<file path="config.mk">
export PLATFORM = sky130hd
export DESIGN_NAME = reg_writer_flat
export DESIGN_NICKNAME = d
export VERILOG_FILES = /design/src/rtl/reg_link_pkg.sv /design/src/rtl/reg_writer_if.sv /design/src/rtl/reg_writer_status_tx.sv /design/src/rtl/reg_writer.sv /design/src/flat_wrapper.sv
export SDC_FILE = /design/constraint.sdc
export NUM_CORES = 1
export LEC_CHECK = 0
export ABC_AREA = 0
export CAP_MARGIN = 30
export CORE_AREA = 4 4 136 138
export CTS_BUF_LIST = sky130_fd_sc_hd__clkbuf_8
export CTS_CLUSTER_SIZE = 24
export DETAILED_ROUTE_END_ITERATION = 12
export DIE_AREA = 0 0 140 142
export GPL_TIMING_DRIVEN = 0
export SLEW_MARGIN = 20
export SYNTH_ARGS = -nofsm -noshare
export SYNTH_HDL_FRONTEND = slang
export SYNTH_HIERARCHICAL = 1
export SYNTH_SLANG_ARGS = --single-unit
</file>
<file path="constraint.sdc">
create_clock -name clk -period 3.1 [get_ports clk]
set_clock_uncertainty 0.2 [all_clocks]
set_input_delay 0.465 -clock clk [delete_from_list [all_inputs] [get_ports clk]]
set_output_delay 0.465 -clock clk [all_outputs]
set_load 0.02 [all_outputs]
</file>
<file path="src/rtl/reg_link_pkg.sv">
// rtl/reg_link_pkg.sv - shared opcodes, register addresses and parser state for the register link
package reg_link_pkg;

  localparam logic [3:0] OP_WRITE  = 4'h1;
  localparam logic [3:0] OP_STATUS = 4'h2;

  localparam logic [3:0] REG_MAPPER   = 4'd0;
  localparam logic [3:0] REG_LAUNCHER = 4'd1;

  typedef enum logic [2:0] {
    ST_IDLE,
    ST_WR_HI,
    ST_WR_LO,
    ST_HOLD,
    ST_RD_SEND
  } state_t;

  // Big-endian byte select: index 0 is the most significant byte.
  function automatic logic [7:0] byte_sel(input logic [31:0] word, input logic [1:0] idx);
    logic [7:0] b;
    case (idx)
      2'd0:    b = word[31:24];
      2'd1:    b = word[23:16];
      2'd2:    b = word[15:8];
      default: b = word[7:0];
    endcase
    return b;
  endfunction

  function automatic logic [7:0] sat_add8(input logic [7:0] a, input logic [1:0] inc);
    logic [8:0] sum;
    sum = {1'b0, a} + {7'b0, inc};
    return sum[8] ? 8'hFF : sum[7:0];
  endfunction

endpackage

</file>
<file path="src/rtl/reg_writer_if.sv">
// rtl/reg_writer_if.sv - MCU byte link, status response and register write bundle
interface reg_writer_if;

  logic        rx_valid;
  logic        rx_ready;
  logic [7:0]  rx_data;
  logic        rx_sof;
  logic        tx_valid;
  logic        tx_ready;
  logic [7:0]  tx_data;
  logic [11:0] wr_reg;
  logic [3:0]  wr_reg_addr;
  logic        wr_reg_changed;
  logic [31:0] status_reg;
  logic [7:0]  err_cnt;

  modport slave (
    input  rx_valid, rx_data, rx_sof, tx_ready, status_reg,
    output rx_ready, tx_valid, tx_data, wr_reg, wr_reg_addr, wr_reg_changed, err_cnt
  );

  modport master (
    output rx_valid, rx_data, rx_sof, tx_ready, status_reg,
    input  rx_ready, tx_valid, tx_data, wr_reg, wr_reg_addr, wr_reg_changed, err_cnt
  );

endinterface

</file>
<file path="src/rtl/reg_writer_status_tx.sv">
// rtl/reg_writer_status_tx.sv - snapshots the status word and streams it out MSB first
module status_tx
  import reg_link_pkg::*;
(
  input  logic        clk,
  input  logic        rst_n,
  input  logic        kick,
  input  logic [31:0] word,
  input  logic        tx_ready,
  output logic        tx_valid,
  output logic [7:0]  tx_data,
  output logic        done
);

  logic [31:0] snap;
  logic [1:0]  idx;

  // Combinational so the parser can reopen rx_ready on the final handshake edge.
  assign done = tx_valid && tx_ready && (idx == 2'd3);

  always_ff @(posedge clk) begin
    if (!rst_n) begin
      snap     <= '0;
      idx      <= '0;
      tx_valid <= 1'b0;
      tx_data  <= '0;
    end else if (kick) begin
      snap     <= word;
      idx      <= 2'd0;
      tx_valid <= 1'b1;
      tx_data  <= word[31:24];
    end else if (tx_valid && tx_ready) begin
      if (idx == 2'd3) begin
        tx_valid <= 1'b0;
      end else begin
        idx     <= idx + 2'd1;
        tx_data <= byte_sel(snap, idx + 2'd1);
      end
    end
  end

endmodule

</file>
<file path="src/rtl/reg_writer.sv">
// rtl/reg_writer.sv - parses MCU link bytes into toggle-qualified register writes and status reads
module reg_writer
  import reg_link_pkg::*;
#(
  parameter int HOLD_CYCLES = 256
) (
  input  logic         clk,
  input  logic         rst_n,
  reg_writer_if.slave  link
);

  localparam int HCW = $clog2(HOLD_CYCLES + 1);

  state_t         state;
  logic [HCW-1:0] hold_cnt;
  logic [3:0]     addr_q;
  logic [3:0]     hi_q;

  logic       accept;
  logic       is_cmd;
  logic       abort;
  logic       bad_op;
  logic       kick;
  logic       tx_done;
  logic [3:0] opcode;
  logic [1:0] err_inc;

  always_comb begin
    accept  = link.rx_valid && link.rx_ready;
    opcode  = link.rx_data[7:4];
    // SOF forces command decode anywhere rx_ready can be high.
    is_cmd  = accept && ((state == ST_IDLE) || link.rx_sof);
    abort   = accept && link.rx_sof && ((state == ST_WR_HI) || (state == ST_WR_LO));
    bad_op  = is_cmd && (opcode != OP_WRITE) && (opcode != OP_STATUS);
    kick    = is_cmd && (opcode == OP_STATUS);
    err_inc = {1'b0, abort} + {1'b0, bad_op};
  end

  status_tx u_status_tx (
    .clk      (clk),
    .rst_n    (rst_n),
    .kick     (kick),
    .word     (link.status_reg),
    .tx_ready (link.tx_ready),
    .tx_valid (link.tx_valid),
    .tx_data  (link.tx_data),
    .done     (tx_done)
  );

  always_ff @(posedge clk) begin
    if (!rst_n) begin
      state               <= ST_IDLE;
      hold_cnt            <= '0;
      addr_q              <= '0;
      hi_q                <= '0;
      link.rx_ready       <= 1'b1;
      link.wr_reg         <= '0;
      link.wr_reg_addr    <= '0;
      link.wr_reg_changed <= 1'b0;
      link.err_cnt        <= '0;
    end else begin
      if (abort || bad_op) begin
        link.err_cnt <= sat_add8(link.err_cnt, err_inc);
      end

      if (is_cmd) begin
        case (opcode)
          OP_WRITE: begin
            state  <= ST_WR_HI;
            addr_q <= link.rx_data[3:0];
          end
          OP_STATUS: begin
            state         <= ST_RD_SEND;
            link.rx_ready <= 1'b0;
          end
          default: state <= ST_IDLE;
        endcase
      end else begin
        case (state)
          ST_WR_HI: begin
            if (accept) begin
              hi_q  <= link.rx_data[3:0];
              state <= ST_WR_LO;
            end
          end
          ST_WR_LO: begin
            if (accept) begin
              link.wr_reg         <= {hi_q, link.rx_data};
              link.wr_reg_addr    <= addr_q;
              link.wr_reg_changed <= ~link.wr_reg_changed;
              link.rx_ready       <= 1'b0;
              hold_cnt            <= '0;
              state               <= ST_HOLD;
            end
          end
          ST_HOLD: begin
            if (hold_cnt != HCW'(HOLD_CYCLES)) begin
              hold_cnt <= hold_cnt + 1'b1;
            end
            if (hold_cnt == HCW'(HOLD_CYCLES - 1)) begin
              link.rx_ready <= 1'b1;
              state         <= ST_IDLE;
            end
          end
          ST_RD_SEND: begin
            if (tx_done) begin
              link.rx_ready <= 1'b1;
              state         <= ST_IDLE;
            end
          end
          default: ;
        endcase
      end
    end
  end

endmodule

</file>
<file path="src/flat_wrapper.sv">
// flat-port wrapper written by rule: the top's interface ports become plain ports
module reg_writer_flat import reg_link_pkg::*;
#(
  parameter int HOLD_CYCLES = 256
)
  (clk, rst_n, link_rx_valid, link_rx_data, link_rx_sof, link_tx_ready, link_status_reg, link_rx_ready, link_tx_valid, link_tx_data, link_wr_reg, link_wr_reg_addr, link_wr_reg_changed, link_err_cnt);
  reg_writer_if link_i ();
  input  logic clk;
  input  logic rst_n;
  input wire logic [$bits(link_i.rx_valid)-1:0] link_rx_valid;
  input wire logic [$bits(link_i.rx_data)-1:0] link_rx_data;
  input wire logic [$bits(link_i.rx_sof)-1:0] link_rx_sof;
  input wire logic [$bits(link_i.tx_ready)-1:0] link_tx_ready;
  input wire logic [$bits(link_i.status_reg)-1:0] link_status_reg;
  output wire logic [$bits(link_i.rx_ready)-1:0] link_rx_ready;
  output wire logic [$bits(link_i.tx_valid)-1:0] link_tx_valid;
  output wire logic [$bits(link_i.tx_data)-1:0] link_tx_data;
  output wire logic [$bits(link_i.wr_reg)-1:0] link_wr_reg;
  output wire logic [$bits(link_i.wr_reg_addr)-1:0] link_wr_reg_addr;
  output wire logic [$bits(link_i.wr_reg_changed)-1:0] link_wr_reg_changed;
  output wire logic [$bits(link_i.err_cnt)-1:0] link_err_cnt;
  assign link_i.rx_valid = link_rx_valid;
  assign link_i.rx_data = link_rx_data;
  assign link_i.rx_sof = link_rx_sof;
  assign link_i.tx_ready = link_tx_ready;
  assign link_i.status_reg = link_status_reg;
  assign link_rx_ready = link_i.rx_ready;
  assign link_tx_valid = link_i.tx_valid;
  assign link_tx_data = link_i.tx_data;
  assign link_wr_reg = link_i.wr_reg;
  assign link_wr_reg_addr = link_i.wr_reg_addr;
  assign link_wr_reg_changed = link_i.wr_reg_changed;
  assign link_err_cnt = link_i.err_cnt;
  reg_writer #(.HOLD_CYCLES(HOLD_CYCLES)) u_core (.clk(clk), .rst_n(rst_n), .link(link_i));
endmodule
</file>
======== Yosys cells after proc, flatten, opt, wreduce, memory -nomap -nowiden ========
Cells that the tools add are included.
operators by class
  $add $sub $neg .......................... 4
  eq/ne operators ......................... 21
  muxes and demuxes ....................... 24
  bitwise operators ....................... 4
  reduce and logical (&&, ||, !) cells .... 29
operators with widths
  cell                   number
  $mux W8                4
  $pmux W8 S3            1
  $mux W9                2
  $pmux W9 S2            1
  $mux W3                5
  $ne A3 B1 Y1 const B   4
  $pmux W3 S4            1
  $reduce_and A5 Y1      2
  $add A8 B2 Y9          1
  $add A9 B1 Y9 const B  1
  $eq A9 B8 Y1 const B   1
  $logic_and A1 B1 Y1    9
  $ne A9 B9 Y1 const B   1
  $mux W1                8
  $reduce_and A2 Y1      4
  $eq A3 B2 Y1 const B   2
  $ne A2 B1 Y1 const B   3
  $pmux W3 S2            1
  $reduce_and A3 Y1      2
  $reduce_bool A2 Y1     3
  $reduce_bool A5 Y1     1
  $eq A2 B2 Y1 const B   2
  $eq A4 B1 Y1 const B   1
  $eq A4 B2 Y1 const B   1
  16 further kinds       21
storage, ports and cells
  register bits after elaboration ......... 89
  input bits .............................. 45
  logic and storage cells ................. 95

======== Longest topological paths before layout ========
Gate-level depths: netlist of run 1.
  word-level depth ........................ 8
  depth in mapped cells ................... 10
  depth with buffers taken out ............ 8

======== Modules after synthesis ========
Netlist of run 1, hierarchy kept.
modules (own cells, without submodules)
  module      instances  cells an instance  area an instance (um2)
  reg_writer  1          266                2229.6
  status_tx   1          198                1999.4

======== Worst setup path before layout of run 1 ========
No wires, ideal clock.
  kind .................................... flip-flop to flip-flop
  start ................................... reg u_core.link.rx_ready
  end ..................................... reg u_core.link.err_cnt[5]
  setup time .............................. 0.086 ns
  data arrival time ....................... 2.336 ns
  data required time ...................... 2.814 ns
  slack ................................... 0.479 ns
  stages on the path, launching flop included .. 10
  cell sequence ........................... dfxtp_1 > and2_1 > buf_2 > and4b_1 > inv_2 > fa_1 > and4b_1 > clkbuf_1 > o211ai_1 > a211oi_1
on the way
  longest elaborated chain between the ends .. 7
ends and longest elaborated chain
  element                           RTL line             RTL
  start, declared                   reg_writer_if.sv:19  output rx_ready, tx_valid, tx_data, wr_reg, wr_reg_addr, wr_reg_changed, err_cnt
  start signal, assigned            reg_writer.sv:56     link.rx_ready <= 1'b1;
  start signal, assigned            reg_writer.sv:74     link.rx_ready <= 1'b0;
  start signal, assigned            reg_writer.sv:91     link.rx_ready <= 1'b0;
  $logic_and A1 B1 Y1 (*)           reg_writer.sv:29     accept = link.rx_valid && link.rx_ready;
  $logic_and A1 B1 Y1               reg_writer.sv:32     is_cmd = accept && ((state == ST_IDLE) || link.rx_sof);
  $logic_and A1 B1 Y1 (2 in a row)  reg_writer.sv:34     bad_op = is_cmd && (opcode != OP_WRITE) && (opcode != OP_STATUS);
  $add A1 B1 Y2                     reg_writer.sv:36     err_inc = {1'b0, abort} + {1'b0, bad_op};
  $add A8 B2 Y9                     reg_link_pkg.sv:32   sum = {1'b0, a} + {7'b0, inc};
  $mux W8                           reg_link_pkg.sv:33   return sum[8] ? 8'hFF : sum[7:0];
  end signal, assigned              reg_writer.sv:63     link.err_cnt <= sat_add8(link.err_cnt, err_inc);
  end, declared                     reg_writer_if.sv:19
Mark *: on every way between the ends. The rest lies on a longest branch, timed or not.
A chain may end at the register's enable or synchronous reset.

======== Worst setup path after layout of run 1 ========
  start ................................... in link_rx_valid
  end ..................................... reg u_core.link.err_cnt[6]
on the way
  longest elaborated chain between the ends .. 7
ends and longest elaborated chain
  element                           RTL line            RTL
  start, declared                   flat_wrapper.sv:10  input wire logic [$bits(link_i.rx_valid)-1:0] link_rx_valid;
  $logic_and A1 B1 Y1 (*)           reg_writer.sv:29
  $logic_and A1 B1 Y1               reg_writer.sv:32
  $logic_and A1 B1 Y1 (2 in a row)  reg_writer.sv:34
  $add A1 B1 Y2                     reg_writer.sv:36
  $add A8 B2 Y9                     reg_link_pkg.sv:32
  $mux W8                           reg_link_pkg.sv:33
Marked as above.

==> results of run 1 <==
[synth_stat cells, types with 5 or more instances]
| cell | count | area share [%] |
|---|---|---|
| nor2b_1 | 36 | 5.3 |
| o221a_2 | 8 | 2.1 |
| clkbuf_1 | 12 | 1.1 |
| a22oi_1 | 8 | 1.4 |
| ha_1 | 8 | 2.4 |
| nand2b_1 | 7 | 1.0 |
| inv_1 | 31 | 2.8 |
| nand2_1 | 45 | 4.0 |
| a211oi_1 | 5 | 0.89 |
| nor2_1 | 16 | 1.4 |
| dfxtp_1 | 89 | 42 |
| buf_2 | 11 | 1.3 |
| a221oi_1 | 10 | 2.1 |
| a21oi_1 | 47 | 5.6 |
| mux2i_1 | 43 | 10 |
| nand3_1 | 12 | 1.4 |
[stage by stage]
stage                     setup slack [ns]  power (mW)
after floorplan                      0.479        1.35
after global placement              -0.346        1.48
after detailed placement            -0.450        1.48
after CTS                           0.0560        2.36
after global routing                0.0719        2.41
final                                0.158        2.31
[cell families (layout without fill, tap and decap cells)]
kind of cell	Yosys count	count (layout)	synth area share, %
AO/OA/AOI/OAI	104	104	16.7
XOR/XNOR	5	5	1.04
adder cells (fa/ha/maj)	9	9	2.84
buffers and inverters	64	158	6.86
flip-flops	89	89	42.1
multiplexers	43	43	10.2
AND/OR/NAND/NOR	150	150	20.2
[critical path, stage by stage]
cell	delay (ns)
clkdlybuf4s50_1	0.53
and2_1	0.13
buf_2	0.18
and4b_2	0.33
inv_2	0.11
fa_1	0.47
and4b_2	0.40
o211ai_1	0.13
a211oi_1	0.26
[timing repair]
| action | CTS | global route |
|---|---|---|
| buffers inserted | 0 | 0 |
| gates cloned | 0 | 0 |
| endpoints found under the hold margin | 0 | 0 |
| setup endpoints to repair | 3 | 4 |
| resized for setup | 2 | 1 |
| hold buffers | 0 | 0 |
[per-layer routing]
layer  vias up  routed length, um
li1       1808                  -
met1      1708               5340
met2       131               5150
met3        18                885
met4         0                255
met5         -                  0
[where the power goes]
part | total, mW | internal (mW) | switching, mW
logic | 0.279 | 0.138 | 0.141
clock network | 0.854 | 0.405 | 0.450
registers | 1.18 | 1.16 | 0.0156
total | 2.31 | 1.71 | 0.606
[area by class of cell]
| class | count | area [um2] |
|---|---|---|
| Clock buffer | 10 | 138 |
| Multi-Input combinational cell | 311 | 2160 |
| Tap cell | 225 | 282 |
| Fill cell | 1831 | 11700 |
| Clock inverter | 6 | 73.8 |
| Sequential cell | 89 | 1780 |
| Inverter | 34 | 128 |
| Timing Repair Buffer | 79 | 791 |
| Buffer | 29 | 160 |
[path summary, 6_finish.rpt]
path	startpoint	slack [ns]	to	cells past startpoint
max	link_rx_valid	0.16	u_core/link.err_cnt[6]	9
max reg2reg	u_core/link.rx_ready	0.33	u_core/link.err_cnt[6]	8
min reg2reg	u_core/link.wr_reg_addr[2]	0.26	u_core/link.wr_reg_addr[2]	2
min	u_core/link.wr_reg_addr[2]	0.26	u_core/link.wr_reg_addr[2]	2
==> flow_metrics.tcl, run 1 <==
set metrics [dict create \
    drive_above_1_share_pct 9.50 \
    ys.warnings.count 6 \
    p_leak_nw 1.89 \
    post_drt_wl_per_cell_um 14.9 \
    track_usage_pct 11.5 \
    antenna_cells 0 \
    fin_hold_ws_ns 0.261 \
    stdcell_area_um2 5510 \
    dp_hpwl_um 8650 \
    hold_path_class "reg -> reg" \
    crit_arrival_ns 3.02 \
    clkLatencyLatePin_ns 0.38 \
    clk_transition_reported_paths_ns 0.08 \
    status "finished clean" \
    ys_seq_elements 89 \
    crit_required_ns 3.18 \
    start_util_pct 24.6 \
    cts_tree "done" \
    ys.flop_type "dfxtp_1" \
    h-tree-depth 3 \
    cts.sinks 89 \
    boundaryPins 80 \
    die_width_um 140 \
    syn_area_per_cell_um2 9.11 \
    met1_usage_pct 14.7 \
    mostFrequentLayoutCells "dfxtp_1, clkdlybuf4s50_1, a21oi_1" \
    worstSetupStartpointType "input port" \
    ctsRootBufferMaster "clkbuf_8" \
    drcViolationCount 0 \
    drv_cap 0 \
    grtUsageMet3_pct 4.44 \
    min_period_over_period_pct 94.9 \
    async_flop_share_pct 0 \
    post_dp_cell_area_um2 5300 \
    synth_cells 464 \
    busiest_layer "met2" \
    grt_max_degree 17 \
    rsz0062_at_grt "no" \
    finalSetupViolations 0 \
    numCtsBuffers 9 \
    fp.dieArea_um2 19900 \
    ant_nets 0 \
    ys_types 58 \
    use_met2_pct 18.1 \
    hold_viol 0 \
    finalCriticalPeriod_ns 2.94 \
    layout_commonest_cell "dfxtp_1" \
    first_iter_violations 227 \
    die_y_um 142 \
    synth_seq_area_share_pct 42.1 \
    port_buffers 79 \
    grt_pass1_wl_um 18500 \
    powerDensity_nw_per_um2 420 \
    nets 607 \
    gp_congestion 0.808 \
    firstDrtPassIters 4 \
    final_cells 783 \
    drt-total-wl_um 11600 \
    cts_max_path_buffers 2 \
    crit_fanout 8 \
    dr_total_vias 3665 \
    placed_cells 768 \
    final.setup.tns_ns 0 \
    ir_drop_mv 0.370 \
    antenna_found_initial 0 \
    viasPerCell 4.68 \
    synth_edf_count 0 \
    largest_reg_flops 32 \
    critPathCaptureType "register" \
    syn_area_um2 4230 \
    worstMarginPinSlew_ns 0.677 \
    critPathKind "in -> reg" \
    rows 48 \
    grt.overflow.total 0 \
    finalCoreUtilization_pct 32.1 \
    grt_pass1_vias 3657 \
    synth_nets 518 \
    syn_to_final_growth_pct 30.4 \
    core_region_area_um2 17200 \
    maxSlewViolCount 0 \
    maxSlewHeadroom_pct 54.6 \
    fmax_mhz 340 \
]
(Power assumes the default switching activity.)
==> inputs of run 2 (changes only) <==
--- a/config.mk
+++ b/config.mk
@@ -13,6 +13,7 @@
 export DETAILED_ROUTE_END_ITERATION = 12
 export DIE_AREA = 0 0 140 142
 export GPL_TIMING_DRIVEN = 0
+export SKIP_CTS_REPAIR_TIMING = 1
 export SLEW_MARGIN = 20
 export SYNTH_ARGS = -nofsm -noshare
 export SYNTH_HDL_FRONTEND = slang
==> results of run 2 <==
The final DEF is identical to that of run 1; final timing and power are the same.
==> inputs of run 3 (changes only) <==
--- a/config.mk
+++ b/config.mk
@@ -7,12 +7,13 @@
 export LEC_CHECK = 0
 export ABC_AREA = 0
 export CAP_MARGIN = 30
-export CORE_AREA = 4 4 136 138
+export CORE_AREA = 4 4 94 96
 export CTS_BUF_LIST = sky130_fd_sc_hd__clkbuf_8
 export CTS_CLUSTER_SIZE = 24
 export DETAILED_ROUTE_END_ITERATION = 12
-export DIE_AREA = 0 0 140 142
+export DIE_AREA = 0 0 98 100
 export GPL_TIMING_DRIVEN = 0
+export PLACE_DENSITY = 0.81
 export SKIP_CTS_REPAIR_TIMING = 1
 export SLEW_MARGIN = 20
 export SYNTH_ARGS = -nofsm -noshare
==> flow_metrics.tcl, run 3 (synthesis gave the netlist of run 1 again) <==
set metrics [dict create \
    h-tree-depth 3 \
    final.setup.tns_ns 0 \
    place_ws_ns -0.283 \
    rows 33 \
    fp.dieArea_um2 9800 \
    start_util_pct 52.5 \
    drcViolationCount 0 \
    setup.worst_path.start "link_rx_valid" \
    timing.rr.end "u_core/link.err_cnt[0]" \
    p_int_mw 1.76 \
    crit_fanout 8 \
    maxSlewHeadroom_pct 54.9 \
    status "finished clean" \
    crit_arrival_ns 2.98 \
    crit_slowest_cell "clkdlybuf4s50_1" \
    cts_max_path_buffers 2 \
    finalCriticalPeriod_ns 2.92 \
    combPwrFrac_pct 11.8 \
    grt_pass1_vias 3660 \
    fmax_mhz 343 \
    fin_hold_ws_ns 0.257 \
    rrSetupSlack_ns 0.41 \
    setup_slack_ns 0.183 \
    ff2ff_path_depth 9 \
    syn_to_final_growth_pct 27.1 \
    p_seq_share_pct 50.2 \
    dp_hpwl_um 7870 \
    die_width_um 98 \
    netSwitchingPower_uw 587 \
    firstDrtPassIters 4 \
    first_iter_violations 165 \
    powerDensity_nw_per_um2 437 \
    mostFrequentLayoutCells "dfxtp_1, clkdlybuf4s50_1, a21oi_1" \
    viasPerCell 5.54 \
    worstMarginPinSlew_ns 0.674 \
    layout_commonest_cell "dfxtp_1" \
    grt_max_degree 17 \
    drt-total-wl_um 10700 \
    r2r-start "u_core/link.rx_ready" \
    maxSlewViolCount 0 \
    clk_transition_reported_paths_ns 0.09 \
    clkLatencyLatePin_ns 0.35 \
    path_buf_inv 3 \
    critPathCaptureType "register" \
    worstSetupStartpointType "input port" \
    cpPeakStageDelay_ns 0.55 \
    numCtsBuffers 9 \
    finalSetupViolations 0 \
    rsz0062_at_grt "no" \
    grt.overflow.total 0 \
    boundaryPins 80 \
    stdcell_area_um2 5380 \
    core_region_area_um2 8050 \
    critPathTopFamily "buffers and inverters" \
    drv_cap 0 \
    die_y_um 100 \
    largest_reg_flops 32 \
    ir_drop_mv 0.263 \
    nets 607 \
    cp_cell_sequence "clkdlybuf4s50_1 -> and2_1 -> buf_2 -> and4b_1 -> inv_2 -> fa_1 -> nand3b_1 -> o31ai_1 -> a21oi_1 -> a211oi_1" \
    min_period_over_period_pct 94.1 \
    post_dp_cell_area_um2 5150 \
    cts.sinks 89 \
    crit_path_end "u_core/link.err_cnt[0]" \
    hold_path_class "reg -> reg" \
    worstSetupPathDepth 10 \
    dr_total_vias 3673 \
    whs_path_depth 2 \
    clkPwrFrac_pct 38.1 \
    sw_frac_of_total_pct 25.0 \
    ctsRootBufferMaster "clkbuf_8" \
    post_drt_wl_per_cell_um 16.1 \
    cts_tree "done" \
    crit_required_ns 3.16 \
    gp_congestion 0.937 \
    antenna_found_initial 0 \
    antenna_cells 0 \
    track_usage_pct 22.1 \
    p_leak_nw 1.89 \
    critPathKind "in -> reg" \
    ant_nets 0 \
    grt_pass1_wl_um 17800 \
    drive_above_1_share_pct 9.14 \
    port_buffers 79 \
    hold_viol 0 \
]
-- run 3: cell types whose count changed in the layout (fill, tap and decap cells not counted) --
cell / change
and4b_1: +1
clkinv_4: -1
clkbuf_8: -1
clkbuf_2: -1
clkbuf_1: +1
and4b_2: -1
clkinvlp_4: +1
bufinv_16: +1
-- run 3: layout make-up --
cell class / instances / area [um2]
plain buffers: 29 / 159
inverters: 34 / 128
fillers: 662 / 2680
well taps: 105 / 131
clock buffers: 9 / 124
multi-input cells: 311 / 2160
clock inverters: 7 / 103
repair buffers: 79 / 791
flip-flops and latches: 89 / 1780
-- run 3: power by group through the flow --
stage,clock [mW],combinational (mW),sequential [mW]
after floorplan,0,0.137,1.22
after global placement,0,0.267,1.20
after detailed placement,0,0.273,1.21
after CTS,0.910,0.275,1.18
after global routing,0.965,0.300,1.18
final,0.895,0.277,1.18
-- run 3: metal layers --
layer  global-route usage, %  vias to the layer above  part of all wire (%)
met5                       0                        -                     0
met4                    6.07                        0                   1.3
met3                    5.00                       10                   5.4
met2                    38.3                       99                    49
met1                    27.8                     1754                    45
li1                        -                     1810                     -
-- run 3: tightest hold or removal path, stage by stage (launching register included) --
cell	delay, ns
dfxtp_1	0.32
nand2_1	0.05
a21oi_1	0.05
-- run 3: metrics by stage --
step / total power [mW] / utilization [%] / std cells
floorplan: 1.35 / - / 464
global placement: 1.47 / 64.0 / 648
detailed placement: 1.48 / 64.0 / 648
CTS: 2.36 / 66.8 / 664
global route: 2.45 / 66.8 / 663
finish: 2.35 / 66.8 / 663
-- run 3: how the worst min path moves through the flow --
stage / to / slack [ns] / from
floorplan: u_core/link.wr_reg[10] / 0.23 / u_core/hi_q[2]
global placement: u_core/link.wr_reg_addr[3] / 0.24 / u_core/addr_q[3]
detailed placement: u_core/link.wr_reg_addr[0] / 0.25 / u_core/addr_q[0]
CTS: u_core/link.wr_reg[4] / 0.26 / u_core/link.wr_reg[4]
global route: u_core/link.wr_reg_addr[1] / 0.29 / u_core/addr_q[1]
finish: u_core/link.wr_reg[4] / 0.26 / u_core/link.wr_reg[4]
==> RTL change 1: new RTL, settings of run 2 <==
`HOLD_CYCLES` is set to 256 in 2 places; all go to 512.
--- a/src/rtl/reg_writer.sv
+++ b/src/rtl/reg_writer.sv
@@ -3,5 +3,5 @@
   import reg_link_pkg::*;
 #(
-  parameter int HOLD_CYCLES = 256
+  parameter int HOLD_CYCLES = 512
 ) (
   input  logic         clk,
--- a/src/flat_wrapper.sv
+++ b/src/flat_wrapper.sv
@@ -2,5 +2,5 @@
 module reg_writer_flat import reg_link_pkg::*;
 #(
-  parameter int HOLD_CYCLES = 256
+  parameter int HOLD_CYCLES = 512
 )
   (clk, rst_n, link_rx_valid, link_rx_data, link_rx_sof, link_tx_ready, link_status_reg, link_rx_ready, link_tx_valid, link_tx_data, link_wr_reg, link_wr_reg_addr, link_wr_reg_changed, link_err_cnt);
Formal check against the unedited RTL: same outputs for any inputs over 4 cycles, from zero or initial values and one cycle with rst_n low; that may be too few to reach the edited logic, so the function may still have changed.
==> RTL change 1 against run 2 <==
- cell area down 1.3%
- synthesized cell count down 3.0%
- highest routed layer unchanged
- worst setup slack worse by 0.0088 ns
- largest power group unchanged
- power down 0.37%
- wire length down 6.1%
- critical endpoint is now u_core/link.err_cnt[1]
- sequential cell count up 1
- fmax down 0.30%
- area after synthesis down 2.0%
- die area unchanged
- clock power down 2%
==> RTL change 1: results (changes against run 2) <==
{
  "drt": {
    "routed-wl-met3": {"value": 661, "unit": "um", "change": "-25%"},
    "wl_per_cell": {"value": 14.1, "unit": "um", "change": "-4.8%"},
    "wl_met2": {"value": 4930, "unit": "um", "change": "-4.3%"},
    "detail_route.wirelength.met1": {"value": 5290, "unit": "um", "change": "-0.81%"},
    "drt_iter0_markers": {"value": 146, "change": "-36%"}
  },
  "yosys": {
    "synth_nets": {"value": 503, "change": "-2.9%"},
    "synthTopCellsByArea": "dfxtp_1 43%, mux2i_1 10%, nor2b_1 5.0%",
    "post_synth_most_frequent_cells": "90 x dfxtp_1, 51 x nand2_1, 43 x mux2i_1",
    "synthesized_instance_count": {"value": 450, "change": "-3.0%"}
  },
  "power": {
    "peakVddDrop": {"value": 0.231, "unit": "mV", "change": "-38%"},
    "leakagePower": {"value": 1.84, "unit": "nW", "change": "-2.4%"},
    "switching_share": {"value": 24.9, "unit": "%", "change": "-1.3 points"}
  },
  "finish": {
    "final_layout_size_suffix_gt1_share": {"value": 9.51, "unit": "%", "change": "about the same"},
    "final_stage_net_count": {"value": 595, "change": "-2.0%"}
  },
  "placed_design": {
    "detailed_place.area": {"value": 5220, "unit": "um^2", "change": "-1.6%"},
    "hpwl": {"value": 8100, "unit": "um", "change": "-6.3%"},
    "globalplace.congestion": {"value": 0.808, "change": "about the same"}
  },
  "worst_setup_path": {
    "internal_reg_to_reg_setup_slack": {"value": 0.38, "unit": "ns", "change": "+0.05 ns"},
    "reg2reg_to": "u_core/link.err_cnt[1]",
    "timing.critical_path.arrival": {"value": 2.98, "unit": "ns", "change": "-0.04 ns"}
  },
  "global_route": {
    "grt_pass1_wl": {"value": 18000, "unit": "um", "change": "-2.7%"},
    "first_global_vias": {"value": 3587, "change": "-1.9%"},
    "grt_start_max_net_pins": {"value": 16, "change": "-1"}
  },
  "outcome": {
    "run_status": "finished clean"
  },
  "timing": {
    "min_hold_slack": {"value": 0.250, "unit": "ns", "change": "-0.0102 ns"}
  },
  "clock_tree": {
    "worstSkewPairLatency": {"value": 0.35, "unit": "ns", "change": "-0.03 ns"}
  }
}
RTL change 1: cell count changes after synthesis, sizes merged, moves of 4 or more:
cell	run 2	this run
a311oi	0	4
inv	33	24
xor2	1	6
nand3	12	6
nor2b	37	33
nor2	16	30
a21oi	48	40
nand2b	7	3
nand2	45	51
RTL change 1: power groups by stage:
stage,registers [mW],clock network [mW],logic (mW)
CTS,1.19,0.877,0.274
floorplan,1.23,0,0.130
global route,1.20,0.916,0.300
finish,1.19,0.837,0.274
detailed placement,1.22,0,0.271
global placement,1.22,0,0.268
RTL change 1: worst max-delay path by stage:
stage	depth (start not counted)	endpoint	slack [ns]	from
detailed placement	8	u_core/link.err_cnt[6]	-0.18	link_rx_sof
CTS	8	u_core/link.err_cnt[6]	0.20	link_rx_sof
finish	9	u_core/link.err_cnt[1]	0.15	link_rx_sof
global placement	8	u_core/link.err_cnt[5]	-0.13	link_rx_sof
global route	8	u_core/link.err_cnt[2]	0.03	link_rx_sof
floorplan	7	u_core/link.err_cnt[5]	0.52	u_core/link.rx_ready
RTL change 1: cell type report:
cell class / count / area [um^2]
plain buffers: 28 / 140
clock inverters: 5 / 60.1
well taps: 225 / 282
inverters: 24 / 90.1
flip-flops and latches: 90 / 1800
fillers: 1806 / 11700
clock buffers: 11 / 151
repair buffers: 81 / 806
multi-input cells: 308 / 2110
RTL change 1: layer usage:
layer | GRT usage [%] | vias up
met5 | 0 | -
met4 | 2.40 | 0
met3 | 3.70 | 4
met2 | 17.5 | 92
met1 | 14.7 | 1649
li1 | - | 1770
RTL change 1: stage by stage:
step                util (%)  setup TNS [ns]  setup slack, ns
CTS                     31.6               0            0.198
floorplan                  -               0            0.520
global route            31.7               0           0.0290
global placement        30.4          -0.635           -0.133
detailed placement      30.4          -0.963           -0.177
finish                  31.7               0            0.149
RTL change 1: worst reg2reg max path, cell delays in order, from the launching register on:
cell and delay [ns]:
dfxtp_1 0.43, nand2_1 0.19, or4_1 0.51, buf_2 0.18
fa_1 0.48, a21oi_4 0.26, buf_4 0.16, and3_1 0.14
nor3_1 0.05
RTL change 1: logic make-up (layout without fill, tap and decap cells):
family          count (synthesis)  in the layout  synth area share, %
mux                            43             43                 10.4
fa+ha+maj                       8              8                 2.60
buf+inv                        52            149                 5.56
xor+xnor                       11             11                 2.32
flops                          90             90                 43.5
simple gates                  158            158                 20.5
compound gates                 88             88                 15.2
==> RTL change 2: new RTL, settings of run 2 <==
Without the edit above. Re-encode `state_t` (5 states) as one-hot, 5 bits wide.
--- a/src/rtl/reg_link_pkg.sv
+++ b/src/rtl/reg_link_pkg.sv
@@ -8,10 +8,10 @@
   localparam logic [3:0] REG_LAUNCHER = 4'd1;
 
-  typedef enum logic [2:0] {
-    ST_IDLE,
-    ST_WR_HI,
-    ST_WR_LO,
-    ST_HOLD,
-    ST_RD_SEND
+  typedef enum logic [4:0] {
+    ST_IDLE    = 5'b00001,
+    ST_WR_HI   = 5'b00010,
+    ST_WR_LO   = 5'b00100,
+    ST_HOLD    = 5'b01000,
+    ST_RD_SEND = 5'b10000
   } state_t;
 
Behaviour: no difference found for any inputs over 4 cycles, from zero or initial values and one cycle with rst_n low; so few cycles prove little.
==> RTL change 2 against run 2 <==
- sequential cell count increased by 2
- worst setup slack improved by 0.017 ns
- wire length decreased by 1.9%
- cell area rose by 3.5%
- area after synthesis is 3.3% higher
- via count grew 2.2%
- largest cell class unchanged
Power is not compared: it rests on default switching activity, and its combinational part moved more than twofold at a synthesized area within 25%.
==> RTL change 2: results (changes against run 2) <==
{
  "min_path": {
    "hold-path-endpoint": "u_core/link.wr_reg_addr[3]",
    "worstHoldStart": "u_core/addr_q[3]"
  },
  "worst_setup_path": {
    "crit_start": "link_rx_sof",
    "critical_path.max_stage_delay": {"value": 0.55, "unit": "ns", "change": "+0.02 ns"},
    "rr_worst_depth": {"value": 10, "change": "+2"},
    "path_max_fanout": {"value": 5, "change": "-3"},
    "rr_startpoint": "u_core/state[4]"
  },
  "finish": {
    "final_layout_size_suffix_gt1_share": {"value": 11.0, "unit": "%", "change": "+1.5 points"},
    "final_stage_net_count": {"value": 623, "change": "+2.6%"}
  },
  "drt": {
    "wirelength": {"value": 11400, "unit": "um", "change": "-1.9%"},
    "drt_iter0_markers": {"value": 188, "change": "-17%"},
    "vias": {"value": 3746, "change": "+2.2%"}
  },
  "power": {
    "leakagePower_nw": 2.01
  },
  "yosys": {
    "yosys.cell_types.count": {"value": 62, "change": "+6.9%"},
    "synth_nets": {"value": 531, "change": "+2.5%"},
    "post_synth_most_frequent_cells": "91 x dfxtp_1, 55 x nand2_1, 44 x mux2i_1"
  },
  "placed_design": {
    "setup_ws_pre_cts": {"value": -0.226, "unit": "ns", "change": "+0.224 ns"},
    "hpwl": {"value": 8610, "unit": "um", "change": "-0.42%"},
    "globalplace.congestion": {"value": 0.842, "change": "+4.2%"},
    "detailed_place.area": {"value": 5440, "unit": "um^2", "change": "+2.7%"}
  },
  "global_route": {
    "globalRouteTotalUtil": {"value": 11.6, "unit": "%", "change": "+0.087 points"},
    "grt_pass1_wl": {"value": 18900, "unit": "um", "change": "+2.2%"},
    "first_global_vias": {"value": 3857, "change": "+5.5%"}
  },
  "timing": {
    "fmax": {"value": 0.342, "unit": "GHz", "change": "+0.57%"},
    "final-setup-viol-count": {"value": 0, "change": "unchanged"},
    "maxSlewHeadroom": {"value": 61.7, "unit": "%", "change": "+7.0 points"}
  },
  "outcome": {
    "run_status": "finished clean"
  }
}
==> RTL change 2: power by group through the flow <==
stage,Clock [mW],Combinational [mW],Sequential (mW)
global placement,0,0.581,1.28
detailed placement,0,0.588,1.28
finish,0.905,0.623,1.26
floorplan,0,0.370,1.30
CTS,0.939,0.592,1.26
global route,0.992,0.678,1.27
==> RTL change 2: routing by layer <==
layer  vias to the layer above  wire [um]  track usage [%]
met5                         -          0                0
met2                       112       5190             19.1
li1                       1868          -                -
met3                         8        822             3.80
met4                         0         87             2.91
met1                      1758       5310             14.9
==> RTL change 2: through the flow <==
stage / total power [mW] / TNS [ns] / instances
global route: 2.94 / 0 / 799
CTS: 2.79 / 0 / 797
floorplan: 1.67 / 0 / 477
detailed placement: 1.87 / -1.03 / 781
global placement: 1.86 / -0.449 / 781
finish: 2.79 / 0 / 799
==> RTL change 2: area by class of cell <==
| cell class | count | area [um^2] |
|---|---|---|
| Fill cell | 1810 | 11500 |
| Buffer | 30 | 160 |
| Clock inverter | 7 | 98.8 |
| Inverter | 26 | 97.6 |
| Timing Repair Buffer | 81 | 806 |
| Sequential cell | 91 | 1820 |
| Clock buffer | 9 | 124 |
| Multi-Input combinational cell | 330 | 2320 |
| Tap cell | 225 | 282 |
==> RTL change 2: kinds of logic (layout without fill, tap and decap cells) <==
logic type / count (synthesis) / after routing / synth area share (%)
DFF: 91 / 91 / 41.7
and+or+nand+nor: 166 / 166 / 20.2
muxes: 45 / 45 / 10.4
xor gates and xnor gates: 9 / 9 / 1.80
AOI/OAI and AO/OA: 101 / 101 / 17.2
adders and majority gates: 9 / 9 / 2.75
buffers and inverters: 56 / 153 / 5.90
==> RTL change 2: worst max-delay path: cells and delay by family <==
kind            cells  cell delay [ns]
compound gates      3             0.70
simple gates        5             0.87
fa+ha+maj           1             0.42
buf+inv             1             0.55
